**config.mk**
```make
export PLATFORM = sky130hd
export DESIGN_NAME = recip_rom_pipe
export DESIGN_NICKNAME = d
export VERILOG_FILES = /design/src/rtl/recip_rom_pipe.sv
export SDC_FILE = /design/constraint.sdc
export NUM_CORES = 1
export LEC_CHECK = 0
export ABC_AREA = 0
export ABC_CLOCK_PERIOD_IN_PS = 3400
export CAP_MARGIN = 10
export CORE_MARGIN = 2
export CORE_UTILIZATION = 50
export DETAILED_ROUTE_END_ITERATION = 10
export PLACE_DENSITY = 0.83
export SETUP_SLACK_MARGIN = 0.02
export SLEW_MARGIN = 10
export SYNTH_ARGS = -nofsm -noshare
export SYNTH_HDL_FRONTEND = slang
export SYNTH_SLANG_ARGS = --single-unit
export TNS_END_PERCENT = 50
```
**constraint.sdc**
```tcl
create_clock -name clk -period 3.4 [get_ports clk]
set_clock_uncertainty 0.2 [all_clocks]
set_input_delay 0.34 -clock clk [delete_from_list [all_inputs] [get_ports clk]]
set_output_delay 0.34 -clock clk [all_outputs]
set_load 0.005 [all_outputs]
```
**src/rtl/recip_rom_pipe.sv**
```systemverilog
// Purpose: pipelined reciprocal lookup. Entry i = min(2^FRAC_W-1, floor(2^FRAC_W/(i+1))).
//          Addresses >= DEPTH return zero data with the error flag set.
// Latency: two registered stages. A request accepted at edge N shows rsp_valid after edge N+1.
// Backpressure: valid/ready on both sides. req_ready = !s1_valid || !s2_valid || rsp_ready,
//          so rsp_ready reaches req_ready combinationally. Responses keep request order and are never dropped.
//
// Ports:
//   clk, rst              single clock, asynchronous active-high reset
//   req_valid/req_ready   request handshake; req_addr is the table index
//   rsp_valid/rsp_ready   response handshake; rsp_data is the entry (0 on error), rsp_err is the oob flag
//   err_count             saturating (255) count of delivered error responses
module recip_rom_pipe #(
    parameter int DEPTH  = 12,
    parameter int ADDR_W = 4,
    parameter int DATA_W = 16,
    parameter int FRAC_W = 8
) (
    input  logic              clk,
    input  logic              rst,
    input  logic              req_valid,
    output logic              req_ready,
    input  logic [ADDR_W-1:0] req_addr,
    output logic              rsp_valid,
    input  logic              rsp_ready,
    output logic [DATA_W-1:0] rsp_data,
    output logic              rsp_err,
    output logic [7:0]        err_count
);

    // The ROM covers the whole address space so any ADDR_W-bit index is
    // legal; slots at or above DEPTH are filled with zero and never used
    // for a valid response because the oob flag forces zero anyway.
    localparam int              ROM_N     = 1 << ADDR_W;
    localparam logic [ADDR_W:0] DEPTH_LIM = (ADDR_W + 1)'(DEPTH);

    // Elaboration-time entry computation. Entry 0 would be exactly
    // 2^FRAC_W, which needs FRAC_W+1 bits, so the result is clamped.
    function automatic logic [DATA_W-1:0] recip_entry(input int idx);
        logic [63:0] scale;
        logic [63:0] quot;
        scale = 64'd1 << FRAC_W;
        quot  = scale / 64'(idx + 1);
        if (quot > scale - 64'd1) begin
            quot = scale - 64'd1;
        end
        return quot[DATA_W-1:0];
    endfunction

    logic [DATA_W-1:0] rom [ROM_N];

    for (genvar gi = 0; gi < ROM_N; gi++) begin : g_rom
        assign rom[gi] = (gi < DEPTH) ? recip_entry(gi) : '0;
    end

    // Pipeline state
    logic              s1_valid;
    logic [ADDR_W-1:0] s1_addr;
    logic              s1_oob;
    logic              s2_valid;
    logic [DATA_W-1:0] s2_data;
    logic              s2_err;

    logic              req_oob;
    logic              s2_free;
    logic              rsp_fire;

    // No wrap: any index at or beyond DEPTH is an error.
    assign req_oob  = ({1'b0, req_addr} >= DEPTH_LIM);

    // S2 can take new contents when empty or when its response leaves now.
    assign s2_free  = !s2_valid || rsp_ready;
    assign rsp_fire = s2_valid && rsp_ready;

    // S1 can take a request when empty or when it drains into S2 this edge.
    assign req_ready = !s1_valid || s2_free;

    // Stage 1: capture address and range check.
    always_ff @(posedge clk or posedge rst) begin
        if (rst) begin
            s1_valid <= 1'b0;
            s1_addr  <= '0;
            s1_oob   <= 1'b0;
        end else if (req_ready) begin
            s1_valid <= req_valid;
            if (req_valid) begin
                s1_addr <= req_addr;
                s1_oob  <= req_oob;
            end
        end
    end

    // Stage 2: table read. Data and flag only change when S2 advances,
    // which keeps the response stable while the consumer stalls.
    always_ff @(posedge clk or posedge rst) begin
        if (rst) begin
            s2_valid <= 1'b0;
            s2_data  <= '0;
            s2_err   <= 1'b0;
        end else if (s2_free) begin
            s2_valid <= s1_valid;
            if (s1_valid) begin
                s2_data <= s1_oob ? '0 : rom[s1_addr];
                s2_err  <= s1_oob;
            end
        end
    end

    // Error counter counts delivered responses, not accepted requests.
    always_ff @(posedge clk or posedge rst) begin
        if (rst) begin
            err_count <= 8'd0;
        end else if (rsp_fire && s2_err && (err_count != 8'hFF)) begin
            err_count <= err_count + 8'd1;
        end
    end

    assign rsp_valid = s2_valid;
    assign rsp_data  = s2_data;
    assign rsp_err   = s2_err;

endmodule

```
==> results.txt, run 1 <==
----------------------------------------------------
[Status]
  Status ... completed

[Worst setup path]
  Worst path slowest cell ... sky130_fd_sc_hd__clkdlybuf4s50_1
  Worst setup SP type ... input port
  Delay of the slowest cell on the worst path ... between 500 and 600 ps
  FF-to-FF setup slack ... between 1500 and 2000 ps
  Setup Crit Path Kind ... input port to output port
  Critical Path End Type ... output port
  Cells along the critical path ... clkdlybuf4s50_1, nand3b_1, clkdlybuf4s50_1
  Reg2Reg Launch Point ... err_count[0]
  Cells on worst reg2reg path ... 4
  Worst Path Arrival ... roughly 1500 ps
  Crit Reg-Reg Endpoint ... err_count[1]
  Crit path max fanout ... 3
  Endpoint required time on the critical path ... about 2900 ps
  Most repeated library cell on the critical path ... sky130_fd_sc_hd__clkdlybuf4s50_1

[Layout]
  Leading cell type in the layout, fill and taps excluded ... sky130_fd_sc_hd__clkdlybuf4s50_1
  Ratio of cells with drive above 1 in the final layout ... 15.1%
  Number of nets in the layout ... 150
  Diodes inserted ... 0
  Final core utilization ... around two thirds
  Top library cells by usage in the layout, fill and taps aside ... sky130_fd_sc_hd__clkdlybuf4s50_1 (26), sky130_fd_sc_hd__dfrtp_1 (24), sky130_fd_sc_hd__nand2_1 (13)
  Signed area change from the synthesized netlist to the final layout ... 21.7%

[STA]
  Pin slew with the least headroom to its limit ... slightly below 900 ps
  Post-route setup TNS ... 0 ps
  Final Cycle Share ... between 60% and 70%
  Unrepaired setup endpoints after global routing ... no
  Slew Limit Fails ... 0
  Peak clock frequency supported by timing ... a little under 0.5 GHz
  Time the worst path needs with I/O delays and setup ... between 2000 and 2500 ps
  Headroom to the max-slew limit ... a little over two fifths
  Final count of negative-setup-slack endpoints ... 0
  Final hold violation count ... 0

[Power]
  Static Leakage ... roughly 0.66 nW
  Worst vdd rail ir drop ... ~0.00034 V
  Ratio of total power to cell area ... slightly above 500 nW/um^2
  Total power consumption of the routed design ... between 0.7 and 0.8 mW

[Drt]
  Average detailed-routed wire length per instance ... 12.5 um
  Detailed-route via count ... a little under 900
  Drt drc ... 0
  Vias per cell ... around 5.2
  Routed wire length ... 2.08 mm
  Detailed-routing iteration count for the pre-antenna-repair pass ... 4
  DRC marker count from the first detailed-route iteration ... 5
  Post-detailed-route count of antenna-violating nets ... 0

[Global route]
  Largest net degree at the start of global routing ... 25
  Initial antenna violation count ... 0
  Vias in the first global route ... 888
  First-pass GRT wire length ... approximately 3.7 mm
  Remaining global-route overflow ... 0
  Combined global-route utilization of all metal layers ... 17.8%

[CTS]
  Post-cts sizing count ... 0
  Sinks on the clock net ... 24
  Buffer count from post-CTS setup fixing ... 0
  CTS clk-pin slew, worst paths ... 110 ps
  Cts bufs inserted ... 3
  CTS root buf ... sky130_fd_sc_hd__clkbuf_4
  TritonCTS clock tree ... done
  Number of levels the H-tree was split into ... 1
  Deepest clock path buffer count ... 2
  Worst-skew pair later-pin latency ... roughly 300 ps
  Post-cts hold buffer count ... 0

[Die]
  Die ar. ... about 2900 um^2
  Core region area ... between 2000 and 2500 um^2
  Initial Util ... a little over half
  Die width ... 53.5 um
  Die outline height ... 53.5 um
  Row Count ... 17
  Number of ports placed on the die boundary ... 35

[Synthesis]
  Number of cells produced by synthesis ... 115
  Netlist Area Pre-Place ... around 1200 um^2
  Number of warnings reported in the yosys synthesis log ... 0
  Average footprint of a synthesized cell ... 10.6 um^2
  Number of different library cells in the post-synthesis netlist ... 35
  Share of synthesized area occupied by flip-flops and latches ... around 49%
  Seq cells post-synth ... 24

[Place]
  Post-DP HPWL ... ~1.6 mm
  Final weighted congestion of routability-driven global placement ... 0.821
  Count of buffers inserted at the top-level ports ... 26

[Flow run]
  # Max-Cap Violations ... 0

[Hold path]
  Startpoint of the most critical hold path ... rsp_data[4]
  Hold Path End ... rsp_data[4]
  Hold-critical path depth ... 2
  Kind of path behind the tightest hold check ... flop to flop

----------------------------------------------------
## worst max path at each step
stage                       startpoint           end  slack, ps  depth (start not counted)
final                        rsp_ready     req_ready       1350                          3
after global routing         rsp_ready     req_ready       1280                          3
after CTS                    rsp_ready     req_ready       1340                          3
after detailed placement     rsp_ready     req_ready       1350                          3
after global placement       rsp_ready     req_ready       1390                          3
after floorplan           err_count[0]  err_count[1]       1760                          4
## layout make-up
type	instances	area, um^2
clock buffer	3	22.5
fill	206	766
inverter	4	15.0
multi-input combinational	82	556
sequential	24	601
tap	28	35.0
timing repair buffer	26	260
## critical path, delay by kind of cell
| family | cells | cell delay, ps |
|---|---|---|
| buf+inv | 2 | 1010 |
| simple gates | 1 | 160 |
## per-layer routing
layer / vias to the layer above / GRT usage, % / share of wire [%] / wire length, um
li1: 427 / - / - / -
met1: 421 / 20.0 / 41 / 852
met2: 23 / 33.5 / 53 / 1110
met3: 4 / 3.39 / 4.9 / 102
met4: 0 / 5.13 / 0.91 / 19
met5: - / 0 / 0 / 0
## synth_stat cells
library cell	count	area, um^2
sky130_fd_sc_hd__dfrtp_1	24	601
sky130_fd_sc_hd__nand2_1	13	48.8
sky130_fd_sc_hd__buf_4	8	60.1
sky130_fd_sc_hd__mux2_2	8	90.1
sky130_fd_sc_hd__nor2_1	8	30.0
sky130_fd_sc_hd__o21ai_0	6	30.0
sky130_fd_sc_hd__nand3_1	5	25.0
sky130_fd_sc_hd__inv_1	4	15.0
sky130_fd_sc_hd__buf_2	3	15.0
sky130_fd_sc_hd__nand2b_1	3	18.8
sky130_fd_sc_hd__xor2_1	3	26.3
sky130_fd_sc_hd__a21oi_1	2	10.0
sky130_fd_sc_hd__nand3b_1	2	15.0
sky130_fd_sc_hd__nor2b_1	2	12.5
sky130_fd_sc_hd__nor3_2	2	20.0
sky130_fd_sc_hd__o41ai_2	2	32.5
sky130_fd_sc_hd__xnor2_1	2	17.5
sky130_fd_sc_hd__a221oi_1	1	8.76
sky130_fd_sc_hd__a311oi_1	1	8.76
sky130_fd_sc_hd__a31oi_1	1	6.26
sky130_fd_sc_hd__and3_2	1	7.51
sky130_fd_sc_hd__clkbuf_1	1	3.75
sky130_fd_sc_hd__conb_1	1	3.75
sky130_fd_sc_hd__ha_1	1	12.5
sky130_fd_sc_hd__mux2_1	1	11.3
sky130_fd_sc_hd__mux2_4	1	15.0
sky130_fd_sc_hd__nand2_2	1	6.26
sky130_fd_sc_hd__nand2b_2	1	8.76
sky130_fd_sc_hd__nand4_1	1	6.26
sky130_fd_sc_hd__nand4_2	1	12.5
sky130_fd_sc_hd__nor3_1	1	5.00
sky130_fd_sc_hd__o21a_1	1	7.51
sky130_fd_sc_hd__o21ai_4	1	16.3
sky130_fd_sc_hd__o31ai_1	1	7.51
sky130_fd_sc_hd__o41ai_1	1	8.76
## logic make-up after synthesis
logic type / count (synthesis) / synth area share, %
and+or+nand+nor: 41 / 17.7
muxes: 10 / 9.51
buffers and inverters: 16 / 7.67
xor gates and xnor gates: 5 / 3.58
AOI/OAI and AO/OA: 17 / 11.1
adders and majority gates: 1 / 1.02
DFF: 24 / 49.1
other: 1 / 0.306
## power by group
group | internal (mW) | total [mW] | switching (mW)
Clock | 0.0413 | 0.116 | 0.0749
Combinational | 0.152 | 0.244 | 0.0919
Sequential | 0.340 | 0.406 | 0.0654
Total | 0.533 | 0.766 | 0.232
## registers in the layout, indices dropped and copies added (netlist names)
signal / count
err_count: 8
rsp_data: 8
rsp_err: 1
rsp_valid: 1
s1_addr: 4
s1_oob: 1
s1_valid: 1
## stage by stage
stage | setup slack (ps) | area, um^2 | cells | hold WS (ps)
floorplan | 1760 | 1250 | 122 | 155
CTS | 1340 | 1490 | 167 | 296
finish | 1350 | 1490 | 167 | 286
detailed placement | 1350 | 1470 | 164 | 266
global route | 1280 | 1490 | 167 | 317
global placement | 1390 | 1470 | 164 | 269
Power figures use the tool's default switching activity.
==> inputs of run 2 (changes only) <==
--- a/config.mk
+++ b/config.mk
@@ -6,12 +6,12 @@
 export NUM_CORES = 1
 export LEC_CHECK = 0
 export ABC_AREA = 0
-export ABC_CLOCK_PERIOD_IN_PS = 3400
+export ABC_CLOCK_PERIOD_IN_PS = 2150
 export CAP_MARGIN = 10
 export CORE_MARGIN = 2
-export CORE_UTILIZATION = 50
+export CORE_UTILIZATION = 46
 export DETAILED_ROUTE_END_ITERATION = 10
-export PLACE_DENSITY = 0.83
+export PLACE_DENSITY = 0.78
 export SETUP_SLACK_MARGIN = 0.02
 export SLEW_MARGIN = 10
 export SYNTH_ARGS = -nofsm -noshare
==> constraint.sdc (replaced) <==
create_clock -name clk -period 2.15 [get_ports clk]
set_clock_uncertainty 0.2 [all_clocks]
set_input_delay 0.215 -clock clk [delete_from_list [all_inputs] [get_ports clk]]
set_output_delay 0.215 -clock clk [all_outputs]
set_load 0.005 [all_outputs]
==> results.txt, run 2 (synthesis gave the netlist of run 1 again) <==
----------------------------------------------------
[Worst setup path]
  Crit path max fanout ... 6
  FF-to-FF setup slack ... 420 ps
  Critical Path End Type ... output port
  Family with the most delay on the worst path ... buffers and inverters
  Endpoint required time on the critical path ... between 1500 and 2000 ps
  Worst setup SP type ... flop
  Delay of the slowest cell on the worst path ... approximately 520 ps
  Cells on worst reg2reg path ... 4
  Cells along the critical path ... nand3b_1, clkdlybuf4s50_1
  Worst path slowest cell ... sky130_fd_sc_hd__clkdlybuf4s50_1
  Worst Path Arrival ... approximately 1400 ps
  Worst Path Buf+Inv ... 1
  Reg2Reg Launch Point ... err_count[0]
  Crit Reg-Reg Endpoint ... err_count[1]
  Setup Crit Path Kind ... flop to output port

[Global route]
  Combined global-route utilization of all metal layers ... between 10% and 20%
  Largest net degree at the start of global routing ... 25
  Vias in the first global route ... 830
  Remaining global-route overflow ... 0
  First-pass GRT wire length ... between 3 and 4 mm
  Initial antenna violation count ... 0

[Place]
  Area after DPL ... between 1000 and 1500 um^2
  Final weighted congestion of routability-driven global placement ... around 0.78
  Count of buffers inserted at the top-level ports ... 26
  Pre-CTS setup slack ... between 300 and 400 ps
  Post-DP HPWL ... 1.60 mm

[Die]
  Die outline height ... 55.6 um
  Number of ports placed on the die boundary ... 35
  Row Count ... 18
  Initial Util ... between 40% and 50%
  Die ar. ... between 3000 and 4000 um^2
  Core region area ... about 2500 um^2
  Die width ... 55.6 um

[STA]
  Final hold violation count ... 0
  Final count of negative-setup-slack endpoints ... 0
  Worst Setup Slack, final ... approximately 300 ps
  Time the worst path needs with I/O delays and setup ... between 1500 and 2000 ps
  Final Cycle Share ... between 80 and 90%
  Slew Limit Fails ... 0
  Unrepaired setup endpoints after global routing ... no
  Peak clock frequency supported by timing ... 0.539 GHz
  Post-route setup TNS ... 0 ps

[Drt]
  Drt drc ... 0
  Detailed-route via count ... 900
  Routed wire length ... 2.12 mm
  DRC marker count from the first detailed-route iteration ... 10
  Detailed-routing iteration count for the pre-antenna-repair pass ... 4
  Vias per cell ... 5.26
  Post-detailed-route count of antenna-violating nets ... 0
  Average detailed-routed wire length per instance ... ~12 um

[Power]
  Ratio of total power to cell area ... ~840 nW/um^2
  Total power consumption of the routed design ... 1.27 mW
  Worst vdd rail ir drop ... roughly 0.0006 V
  Static Leakage ... approximately 0.67 nW

[CTS]
  Deepest clock path buffer count ... 2
  CTS root buf ... sky130_fd_sc_hd__clkbuf_4
  CTS clk-pin slew, worst paths ... between 100 and 150 ps
  Buffer count from post-CTS setup fixing ... 0
  Cts bufs inserted ... 3
  TritonCTS clock tree ... done
  Worst-skew pair later-pin latency ... 320 ps
  Post-cts sizing count ... 0
  Sinks on the clock net ... 24
  Number of levels the H-tree was split into ... 1
  Post-cts hold buffer count ... 0

[Status]
  Status ... completed

[Layout]
  Leading cell type in the layout, fill and taps excluded ... sky130_fd_sc_hd__clkdlybuf4s50_1
  Signed area change from the synthesized netlist to the final layout ... 23.6%
  Finished Cell Area ... 1510 um^2
  Number of nets in the layout ... about 150
  Diodes inserted ... 0
  Final core utilization ... about three fifths
  Layout filler cell count ... between 200 and 250
  Top library cells by usage in the layout, fill and taps aside ... sky130_fd_sc_hd__clkdlybuf4s50_1 (26), sky130_fd_sc_hd__dfrtp_1 (24), sky130_fd_sc_hd__nand2_1 (13)
  Ratio of cells with drive above 1 in the final layout ... between 10% and 20%

[Flow run]
  # Max-Cap Violations ... 0

[Hold path]
  Kind of path behind the tightest hold check ... input port to async pin

----------------------------------------------------
-- run 2: cell types whose count changed in the layout (fill, tap and decap cells not counted) --
cell	change
sky130_fd_sc_hd__buf_4	+1
sky130_fd_sc_hd__clkbuf_8	+1
-- run 2: worst max-delay path by stage --
| stage | cells past startpoint | start | slack [ps] | to |
|---|---|---|---|---|
| after floorplan | 4 | err_count[0] | 510 | err_count[1] |
| after global placement | 5 | rsp_ready | 350 | err_count[7] |
| after detailed placement | 5 | rsp_ready | 330 | err_count[7] |
| after CTS | 2 | s1_valid | 280 | req_ready |
| after global routing | 2 | s1_valid | 210 | req_ready |
| final | 2 | s1_valid | 300 | req_ready |
-- run 2: per-stage QoR --
stage	cells	hold WS [ps]
after floorplan	122	29.6
after global placement	167	277
after detailed placement	167	267
after CTS	171	25.6
after global routing	171	43.9
final	171	20.7
-- run 2: area by class of cell --
| cell class | instances | area (um^2) | share of cell area, % |
|---|---|---|---|
| Clock buffer | 4 | 36.3 | 2.40 |
| Inverter | 4 | 15.0 | 0.993 |
| Multi-Input combinational cell | 82 | 556 | 36.7 |
| Sequential cell | 24 | 601 | 39.7 |
| Tap cell | 30 | 37.5 | 2.48 |
| Timing Repair Buffer | 27 | 268 | 17.7 |
-- run 2: where the power goes --
group | switching [mW] | internal [mW]
clock network | 0.131 | 0.104
registers | 0.107 | 0.538
logic | 0.146 | 0.242
-- run 2: worst register-to-register path: cells and delay by family, from the launching register on --
kind / cells / cell delay [ps]
muxes: 1 / 320
adders and majority gates: 1 / 240
and+or+nand+nor: 1 / 170
AOI/OAI and AO/OA: 1 / 270
DFF: 1 / 440
-- run 2: layer usage --
| metal | vias up | GRT usage (%) | routed length [um] |
|---|---|---|---|
| met2 | 27 | 26.7 | 1110 |
| met3 | 5 | 4.88 | 128 |
| li1 | 429 | - | - |
| met5 | - | 0 | 0 |
| met4 | 0 | 4.18 | 24 |
| met1 | 439 | 16.2 | 858 |
==> inputs of run 3 (changes only) <==
--- a/config.mk
+++ b/config.mk
@@ -13,7 +13,6 @@
 export DETAILED_ROUTE_END_ITERATION = 10
 export PLACE_DENSITY = 0.78
 export SETUP_SLACK_MARGIN = 0.02
-export SLEW_MARGIN = 10
 export SYNTH_ARGS = -nofsm -noshare
 export SYNTH_HDL_FRONTEND = slang
 export SYNTH_SLANG_ARGS = --single-unit
==> results of run 3 <==
Same layout as run 2: the final DEF is identical, and so are final timing and power.
